**src/rtl/mult_ctrl.sv**
```systemverilog
// Sequencing controller for the RV32M multiply ops around an unsigned wall_tree multiplier.
// Optional MULT_ZERO_FAST_EN: zero operands skip the tree and complete straight from accept.
module mult_ctrl #(
  parameter int unsigned SETTLE_CYCLES = 4
) (
  input  logic        clk,
  input  logic        rst,
  input  logic        req_valid,
  output logic        req_ready,
  input  logic [2:0]  funct3,
  input  logic [31:0] rs1,
  input  logic [31:0] rs2,
  output logic        resp_valid,
  input  logic        resp_ready,
  output logic [31:0] resp_data,
  output logic [31:0] tree_a,
  output logic [31:0] tree_b,
  input  logic [63:0] tree_f
);

  localparam int unsigned XLEN = 32;
  localparam int unsigned PW   = 2 * XLEN;
  localparam int unsigned CW   = 4;

  localparam logic [1:0] OP_MUL    = 2'b00;
  localparam logic [1:0] OP_MULH   = 2'b01;
  localparam logic [1:0] OP_MULHSU = 2'b10;

  typedef enum logic [1:0] {
    IDLE   = 2'd0,
    SETTLE = 2'd1,
    FIXUP  = 2'd2,
    DONE   = 2'd3
  } state_t;

  state_t          state, state_next;
  logic [CW-1:0]   cnt, cnt_next;
  logic [PW-1:0]   prod, prod_next, prod_fix;
  logic            neg, neg_next;
  logic [1:0]      op, op_next;
  logic [XLEN-1:0] tree_a_next, tree_b_next, resp_data_next;
  logic            resp_valid_next;
  logic            accept, rs1_neg, rs2_neg;
  logic [XLEN-1:0] rs1_mag, rs2_mag;
  logic            unused_funct3;

  assign unused_funct3 = funct3[2];
  assign req_ready     = (state == IDLE);
  assign accept        = req_valid & req_ready;

  // Only signed operands that are negative get folded to a magnitude
  assign rs1_neg  = ((funct3[1:0] == OP_MULH) || (funct3[1:0] == OP_MULHSU)) && rs1[XLEN-1];
  assign rs2_neg  = (funct3[1:0] == OP_MULH) && rs2[XLEN-1];
  assign rs1_mag  = rs1_neg ? (~rs1 + XLEN'(1)) : rs1;
  assign rs2_mag  = rs2_neg ? (~rs2 + XLEN'(1)) : rs2;
  assign prod_fix = neg ? (~prod + PW'(1)) : prod;

`ifdef MULT_ZERO_FAST_EN
  logic zero_op;
  assign zero_op = (rs1 == '0) || (rs2 == '0);
`endif

  // State and datapath registers
  always_ff @(posedge clk or posedge rst) begin
    if (rst) begin
      state      <= IDLE;
      cnt        <= '0;
      prod       <= '0;
      neg        <= 1'b0;
      op         <= OP_MUL;
      tree_a     <= '0;
      tree_b     <= '0;
      resp_data  <= '0;
      resp_valid <= 1'b0;
    end else begin
      state      <= state_next;
      cnt        <= cnt_next;
      prod       <= prod_next;
      neg        <= neg_next;
      op         <= op_next;
      tree_a     <= tree_a_next;
      tree_b     <= tree_b_next;
      resp_data  <= resp_data_next;
      resp_valid <= resp_valid_next;
    end
  end

  // Next-state decode
  always_comb begin
    state_next = state;
    case (state)
      IDLE: begin
        if (accept) begin
`ifdef MULT_ZERO_FAST_EN
          state_next = zero_op ? DONE : SETTLE;
`else
          state_next = SETTLE;
`endif
        end
      end
      SETTLE:  if (cnt == '0) state_next = FIXUP;
      FIXUP:   state_next = DONE;
      DONE:    if (resp_ready) state_next = IDLE;
      default: state_next = IDLE;
    endcase
  end

  // Datapath and response next values
  always_comb begin
    cnt_next        = cnt;
    prod_next       = prod;
    neg_next        = neg;
    op_next         = op;
    tree_a_next     = tree_a;
    tree_b_next     = tree_b;
    resp_data_next  = resp_data;
    resp_valid_next = (state_next == DONE);
    case (state)
      IDLE: begin
        if (accept) begin
          tree_a_next = rs1_mag;
          tree_b_next = rs2_mag;
          neg_next    = rs1_neg ^ rs2_neg;
          op_next     = funct3[1:0];
          cnt_next    = CW'(SETTLE_CYCLES - 1);
`ifdef MULT_ZERO_FAST_EN
          if (zero_op) resp_data_next = '0;
`endif
        end
      end
      SETTLE: begin
        if (cnt != '0) cnt_next = cnt - CW'(1);
        else           prod_next = tree_f;
      end
      FIXUP: begin
        resp_data_next = (op == OP_MUL) ? prod_fix[XLEN-1:0] : prod_fix[PW-1:XLEN];
      end
      default: ;
    endcase
  end

endmodule

```
**config.mk**
```make
export PLATFORM = sky130hd
export DESIGN_NAME = mult_ctrl
export DESIGN_NICKNAME = d
export VERILOG_FILES = /design/src/rtl/mult_ctrl.sv
export SDC_FILE = /design/constraint.sdc
export NUM_CORES = 1
export LEC_CHECK = 0
export BUFFER_PORTS_ARGS = -buffer_cell sky130_fd_sc_hd__buf_4
export CORE_MARGIN = 2
export CORE_UTILIZATION = 40
export CTS_BUF_LIST = sky130_fd_sc_hd__clkbuf_2 sky130_fd_sc_hd__clkbuf_4 sky130_fd_sc_hd__clkbuf_8
export DETAILED_ROUTE_END_ITERATION = 10
export PLACE_DENSITY = 0.65
export SYNTH_ARGS = -nofsm -noshare
export SYNTH_HDL_FRONTEND = slang
export SYNTH_SLANG_ARGS = --single-unit
```
**constraint.sdc**
```tcl
create_clock -name clk -period 8.1 [get_ports clk]
set_input_delay 0 -clock clk [delete_from_list [all_inputs] [get_ports clk]]
set_output_delay 0 -clock clk [all_outputs]
set_load 0.01 [all_outputs]
```
==> impl_metrics.yaml, run 1 <==
pwr:
  powerDensity_nw_per_um2: 315
  leakagePower_nw: 5.77
  peakVddDrop_uv: 191
synthesis:
  syn-num-nets: 1170
  synth.area.top_cells: "dfrtp_1 44%, mux2_2 8.0%, o21ai_0 5.6%"
  ys_types: 57
  synth_edf_count: 0
  ys_async_sr_fraction: 1.00
  netlist.area_leader.share: 0.442
  synth-simple-area-share: 0.189
  synth-compound-area-share: 0.152
  synth-seq-cells: 170
  synth-xor-area-share: 0.0864
  synth_warnings: 0
  avgSynthCellArea_sq_um: 9.36
  synth.mux.area_fraction: 0.0941
  ys_seq_area_frac: 0.442
  yosysTopAreaCell: "dfrtp_1"
  synth_area_sq_um: 9630
  syn_inst: 1029
  synth_top_family_by_area: "simple AND/OR/NAND/NOR gates"
  synth_ff_type: "dfrtp_1"
  synthAdderAreaFrac: 0.00780
cells_and_area:
  finalNetCount: 1529
  areaGrowthSynthToFinish_pct: 41.2
  fill_cells: 2082
  drive_above_1_share: 0.253
sta:
  finalSetupViolCount: 0
  finalHoldViolations: 0
  grt_setup_unrepaired: "false"
  finalClockSkew_ns: 0.0143
  maxSlewViolCount: 0
  timing.fmax_mhz: 285
  tightest_slew_ns: 0.943
  setup_tns_ns: 0
  max_slew_margin: 0.372
  fin_crit_ns: 3.51
  setup_slack_ns: 4.59
  period_share: 0.433
global_route:
  grtUsageTotal: 0.243
  grt_overflow_total: 0
  grt_pass1_vias: 9400
  grt_max_degree: 105
  antenna_found_initial: 4
  grt_pass1_wl_um: 49700
setup_path:
  rr_worst_depth: 6
  endpoint_kind: "flip-flop"
  start_kind: "flip-flop"
  crit_fanout: 13
  required_ns: 8.42
  critical_path_class: "reg -> reg"
  crit_arrival_ns: 3.83
clock_tree:
  clockBufferDepth: 2
  cts_tree: "done"
  cts.sinks: 170
  cts_max_level: 4
  worstSkewPairLatency_ns: 0.46
  cts_buffers: 17
  cts_setup_buffers: 0
  cts.clk_slew.worst_paths_ns: 0.10
  cts_root_buf: "clkbuf_8"
detailed_routing:
  wirelength_um: 30800
  drc: 0
  num_vias: 9371
  dr.first_iter.drc_count: 666
  viasPerCell: 5.44
  drt.antenna.violating_nets: 0
  dr.pass1.iters: 8
  avgRoutedWirePerCell_um: 17.9
floorplanning:
  core_area_sq_um: 23500
  die_y_um: 159
  ios: 233
  die-area_sq_um: 25300
  dieWidth_um: 159
  initial_utilization: 0.409
  rows: 56
hold_path:
  min_path_cells: 3
  hp-class: "in -> reg"
place:
  place.port_buffers: 231
  pre_cts_ws_ns: 4.65
  place_hpwl_um: 20900
  gp_congestion: 0.904
run_status:
  status: "completed"
run:
  cap_viol_max_count: 0
==> where the power goes <==
group	switching, W	internal, W	total [W]
logic	0.000964	0.000971	0.00193
clock network	0.000341	0.000284	0.000625
registers	0.000464	0.00127	0.00173
==> synth_stat cells (5+ instances only) <==
cell type / instances
clkbuf_1: 55
or3_1: 18
o41ai_1: 18
nor2_1: 73
xnor2_1: 46
nor3_1: 31
a21oi_1: 38
or2_2: 5
a22oi_1: 7
o21ai_0: 108
mux2i_1: 14
nor4_1: 21
nand2b_1: 6
a31oi_1: 9
or4_1: 27
mux2_2: 68
o31ai_1: 21
nand3_1: 15
inv_1: 16
nand4_1: 10
ha_1: 6
and2_1: 5
nand2_1: 130
xor2_1: 49
dfrtp_1: 170
==> final timing paths <==
check                      slack [ns]                        to                    from
setup / recovery                 4.59  resp_data[9]$_DFFE_PP0P_     prod[4]$_DFFE_PP0N_
hold / removal                   0.30       prod[6]$_DFFE_PP0N_               tree_f[6]
setup reg to reg                 4.59  resp_data[9]$_DFFE_PP0P_     prod[4]$_DFFE_PP0N_
hold reg to reg                  0.49    tree_b[14]$_DFFE_PP0P_  tree_b[14]$_DFFE_PP0P_
max in group asynchronous        6.38     tree_b[5]$_DFFE_PP0P_                     rst
min in group asynchronous        0.31        state[0]$_DFF_PP0_                     rst
==> state kept, by name, indices dropped and copies added, names as in the netlist <==
register,count
cnt,4
neg,1
op,2
prod,64
resp_data,32
resp_valid,1
state,2
tree_a,32
tree_b,32
==> final cells by class <==
cell class	count	area, sq um	share of cell area
flip-flops and latches	170	4250	0.313
well taps	319	399	0.0293
repair buffers	398	3380	0.249
clock inverters	12	139	0.0102
diodes	4	10.0	0.000736
clock buffers	18	248	0.0182
inverters	16	65.1	0.00478
multi-input cells	785	5100	0.375
==> worst max-delay path: stages, from the launching register on <==
cell	delay, ns
dfrtp_1	0.44
nor4_1	0.65
nand4_1	0.67
or3_1	0.82
o41ai_1	0.49
xor2_1	0.19
o21ai_0	0.09
==> cell usage in the layout (no fill, tap or decap), types with 31 or more instances in the layout <==
cell           netlist  layout
xnor2_1             46      46
mux2_2              68      68
a21oi_1             38      38
dfrtp_1            170     170
o21ai_0            108     108
xor2_1              49      49
buf_4                0     240
nand2_1            130     129
nor3_1              31      31
nor2_1              73      73
dlygate4sd3_1        0     158
==> stage by stage <==
step | std cells | instance area, sq um | total power (W) | utilization | hold slack, ns
after CTS | 1718 | 13600 | 0.00428 | 0.577 | 0.286
after detailed placement | 1530 | 11600 | 0.00354 | 0.494 | 0.217
after global routing | 1720 | 13600 | 0.00459 | 0.577 | 0.289
after global placement | 1530 | 11600 | 0.00349 | 0.494 | 0.213
after floorplan | 1029 | 9630 | 0.00273 | - | 0.105
final | 1722 | 13600 | 0.00429 | 0.578 | 0.303
==> per-layer routing <==
| layer | part of all wire | global-route usage | routed length, um |
|---|---|---|---|
| met3 | 0.082 | 0.0745 | 2540 |
| met1 | 0.40 | 0.295 | 12500 |
| met2 | 0.49 | 0.410 | 15000 |
| met4 | 0.026 | 0.0855 | 807 |
| met5 | 0 | 0 | 0 |
==> cell families (layout without fill, tap and decap cells) <==
logic type               after synthesis  in the layout
AO/OA/AOI/OAI                        238            238
XOR/XNOR                              95             95
adder cells (fa/ha/maj)                6              6
buffers and inverters                 74            444
flip-flops                           170            170
multiplexers                          82             82
other                                  0              4
AND/OR/NAND/NOR                      364            364
==> what timing repair did <==
item | CTS | global route
hold buffers | 158 | 0
endpoints found under the hold margin | 237 | 0
gates resized for setup | 0 | 0
No activity file was read; power rests on OpenSTA's default activity.
==> run 2: changes to the inputs <==
--- a/config.mk
+++ b/config.mk
@@ -5,12 +5,13 @@
 export SDC_FILE = /design/constraint.sdc
 export NUM_CORES = 1
 export LEC_CHECK = 0
+export ABC_AREA = 1
 export BUFFER_PORTS_ARGS = -buffer_cell sky130_fd_sc_hd__buf_4
 export CORE_MARGIN = 2
 export CORE_UTILIZATION = 40
 export CTS_BUF_LIST = sky130_fd_sc_hd__clkbuf_2 sky130_fd_sc_hd__clkbuf_4 sky130_fd_sc_hd__clkbuf_8
 export DETAILED_ROUTE_END_ITERATION = 10
-export PLACE_DENSITY = 0.65
+export PLACE_DENSITY = 0.66
 export SYNTH_ARGS = -nofsm -noshare
 export SYNTH_HDL_FRONTEND = slang
 export SYNTH_SLANG_ARGS = --single-unit
==> constraint.sdc (replaced) <==
create_clock -name clk -period 2.9 [get_ports clk]
set_input_delay 0 -clock clk [delete_from_list [all_inputs] [get_ports clk]]
set_output_delay 0 -clock clk [all_outputs]
set_load 0.01 [all_outputs]
==> run 2 against run 1 <==
  * Die area grew 12%
  * The flow now finishes with violations (design-rule violations)
  * Critical path depth increased by 8
  * Synthesized cell count rose by 57%
  * Total power rose to 3.1 times the previous value
  * Clock power rose to 2.9 times the previous value
  * Utilization down 2.4 points
  * Largest cell class unchanged
  * Largest power group unchanged
==> impl_metrics.yaml, run 2 <==
setup_path:
  crit_start: "rs1[0]"
  max_stage_delay_ns: 0.58
  endpoint_kind: "flip-flop"
  r2r-start: "state[0]$_DFF_PP0_"
  start_kind: "input port"
  required_ns: 3.31
  crit_fanout: 5
  cp_cell_sequence: "dlygate4sd3_1 > buf_4 > inv_1 > ha_1 > nand3_1 > nor2_2 > nand3_2 > nor2_1 > nand2_1 > nand3_1 > dlygate4sd3_1 > nand3_1 > dlygate4sd3_1 > nand2_1"
  critical_path_class: "in -> reg"
  crit_arrival_ns: 3.08
  crit_slowest_cell: "dlygate4sd3_1"
clock_tree:
  cts_tree: "done"
  cts.clk_slew.worst_paths_ns: 0.11
  cts.sinks: 170
  cts_buffers: 17
  cts_root_buf: "clkbuf_8"
  cts_max_level: 4
  worstSkewPairLatency_ns: 0.47
  clockBufferDepth: 2
sta:
  fin_crit_ns: 2.67
  finalClockSkew_ns: 0.0239
  grt_setup_unrepaired: "false"
  setup_tns_ns: 0
  timing.fmax_mhz: 374
  max_slew_margin: 0.342
  maxSlewViolCount: 0
  finalSetupViolCount: 0
  tightest_slew_ns: 0.986
  finalHoldViolations: 0
  period_share: 0.921
detailed_routing:
  dr.first_iter.drc_count: 875
  viasPerCell: 5.14
  drt.antenna.violating_nets: 0
  avgRoutedWirePerCell_um: 16.2
  drc: 2
  wirelength_um: 37700
  num_vias: 12000
  dr.pass1.iters: 9
synthesis:
  synth_area_sq_um: 10800
  synth_warnings: 0
  synth-seq-cells: 170
  synth_ff_type: "dfrtp_1"
  synth.area.top_cells: "dfrtp_1 39%, nand2_1 14%, nor2_1 11%"
  syn_inst: 1614
  ys_async_sr_fraction: 1.00
  ys_types: 34
  yosysTopAreaCell: "dfrtp_1"
  netlist.area_leader.share: 0.395
  ys_seq_area_frac: 0.395
  yosysMostFrequentCell: "nand2_1"
  synth_edf_count: 0
  synthTopCellsByCount: "401 x nand2_1, 310 x nor2_1, 170 x dfrtp_1, 163 x inv_1, 152 x nand3_1"
  avgSynthCellArea_sq_um: 6.68
  syn-num-nets: 1755
cells_and_area:
  fill_cells: 2612
  areaGrowthSynthToFinish_pct: 37.3
  multi_input_area_sq_um: 5650
  drive_above_1_share: 0.170
  seqCellArea_sq_um: 4260
  final_cell_mix: "400 x nand2_1, 306 x nor2_1, 242 x buf_4, 169 x dfrtp_1, 162 x inv_1"
  regMostFlops: "prod"
  largest_reg_flops: 64
  num_antenna_cells: 0
  final_common_cell: "nand2_1"
  finalNetCount: 2114
  final_area_sq_um: 14800
pwr:
  peakVddDrop_uv: 493
  leakagePower_nw: 7.15
  powerDensity_nw_per_um2: 893
global_route:
  grt_overflow_total: 0
  grtUsageTotal: 0.266
  antenna_found_initial: 0
  grt_pass1_vias: 11800
  grt_max_degree: 171
  grt_pass1_wl_um: 59900
floorplanning:
  dieWidth_um: 168
  core_area_sq_um: 26700
  die-area_sq_um: 28300
  initial_utilization: 0.403
  ios: 233
  die_y_um: 168
  rows: 60
hold_path:
  hold_start: "resp_ready"
  hp-class: "in -> reg"
place:
  place.port_buffers: 231
  placed_area_sq_um: 12900
  gp_congestion: 0.913
  place_hpwl_um: 27100
run_status:
  status: "finished with violations"
  violations: "design-rule violations"
run:
  cap_viol_max_count: 0
## run 2: cell types whose count changed in the layout (fill, tap and decap cells not counted), moves of 18 or more
cell     change
nand2_1    +271
nor2_1     +233
inv_1      +147
nand3_1    +137
a21oi_1     +83
mux2_2      -66
xnor2_1     -44
or4_1       -27
o21ai_0     -26
nor3_1      -22
o31ai_1     -21
nor4_1      -20
or3_1       -18
## run 2: report_power, final
group / switching (W) / internal (W)
Clock: 0.00101 / 0.000834
Sequential: 0.00105 / 0.00354
Combinational: 0.00411 / 0.00267
Total: 0.00616 / 0.00705
## run 2: final cells by class
type / count / share of cell area
multi-input cells: 1217 / 0.382
flip-flops and latches: 170 / 0.288
repair buffers: 396 / 0.230
inverters: 171 / 0.0439
well taps: 341 / 0.0288
clock buffers: 19 / 0.0177
clock inverters: 13 / 0.0107
## run 2: metal layers
metal	wire, um	share of wire	GRT usage
met5	0	0	0
met4	1280	0.034	0.0948
met3	2610	0.069	0.0555
met2	18100	0.48	0.462
met1	15700	0.42	0.328
## run 2: logic make-up (layout without fill, tap and decap cells)
group | count (synthesis) | in the layout | synth area share
AO/OA/AOI/OAI | 233 | 233 | 0.114
AND/OR/NAND/NOR | 938 | 938 | 0.368
multiplexers | 2 | 2 | 0.00209
XOR/XNOR | 38 | 38 | 0.0309
buffers and inverters | 227 | 599 | 0.0834
flip-flops | 170 | 170 | 0.395
adder cells (fa/ha/maj) | 6 | 6 | 0.00697
## run 2: critical path, delay by kind of cell
kind / cells / cell delay [ns]
and+or+nand+nor: 8 / 0.96
buffers and inverters: 5 / 1.93
adders and majority gates: 1 / 0.19
## run 2: stage by stage
stage	std cells	hold slack (ns)	power (W)	worst slack (ns)	utilization
after global placement	2145	0.212	0.0110	0.824	0.482
final	2327	0.258	0.0132	0.229	0.554
after global routing	2327	0.259	0.0143	0.0749	0.554
after CTS	2327	0.236	0.0132	0.280	0.554
after detailed placement	2145	0.207	0.0111	0.773	0.482
after floorplan	1614	0.102	0.00838	0.731	-
## run 2: what timing repair did
item                       4_1_cts  5_1_grt
hold endpoints to repair       304        0
setup buffers                    0        0
hold buffers                   150        0
gates resized for setup          0        1
setup endpoints to repair        0        1
## run 2: final timing paths
kind,end,slack [ns],cells past startpoint
max reg2reg,resp_data[5]$_DFFE_PP0P_,0.74,4
min in group asynchronous,resp_valid$_DFF_PP0_,0.32,4
min reg2reg,tree_a[13]$_DFFE_PP0P_,0.49,2
max,tree_a[20]$_DFFE_PP0P_,0.23,14
max in group asynchronous,tree_b[7]$_DFFE_PP0P_,1.83,4
min,resp_valid$_DFF_PP0_,0.26,3
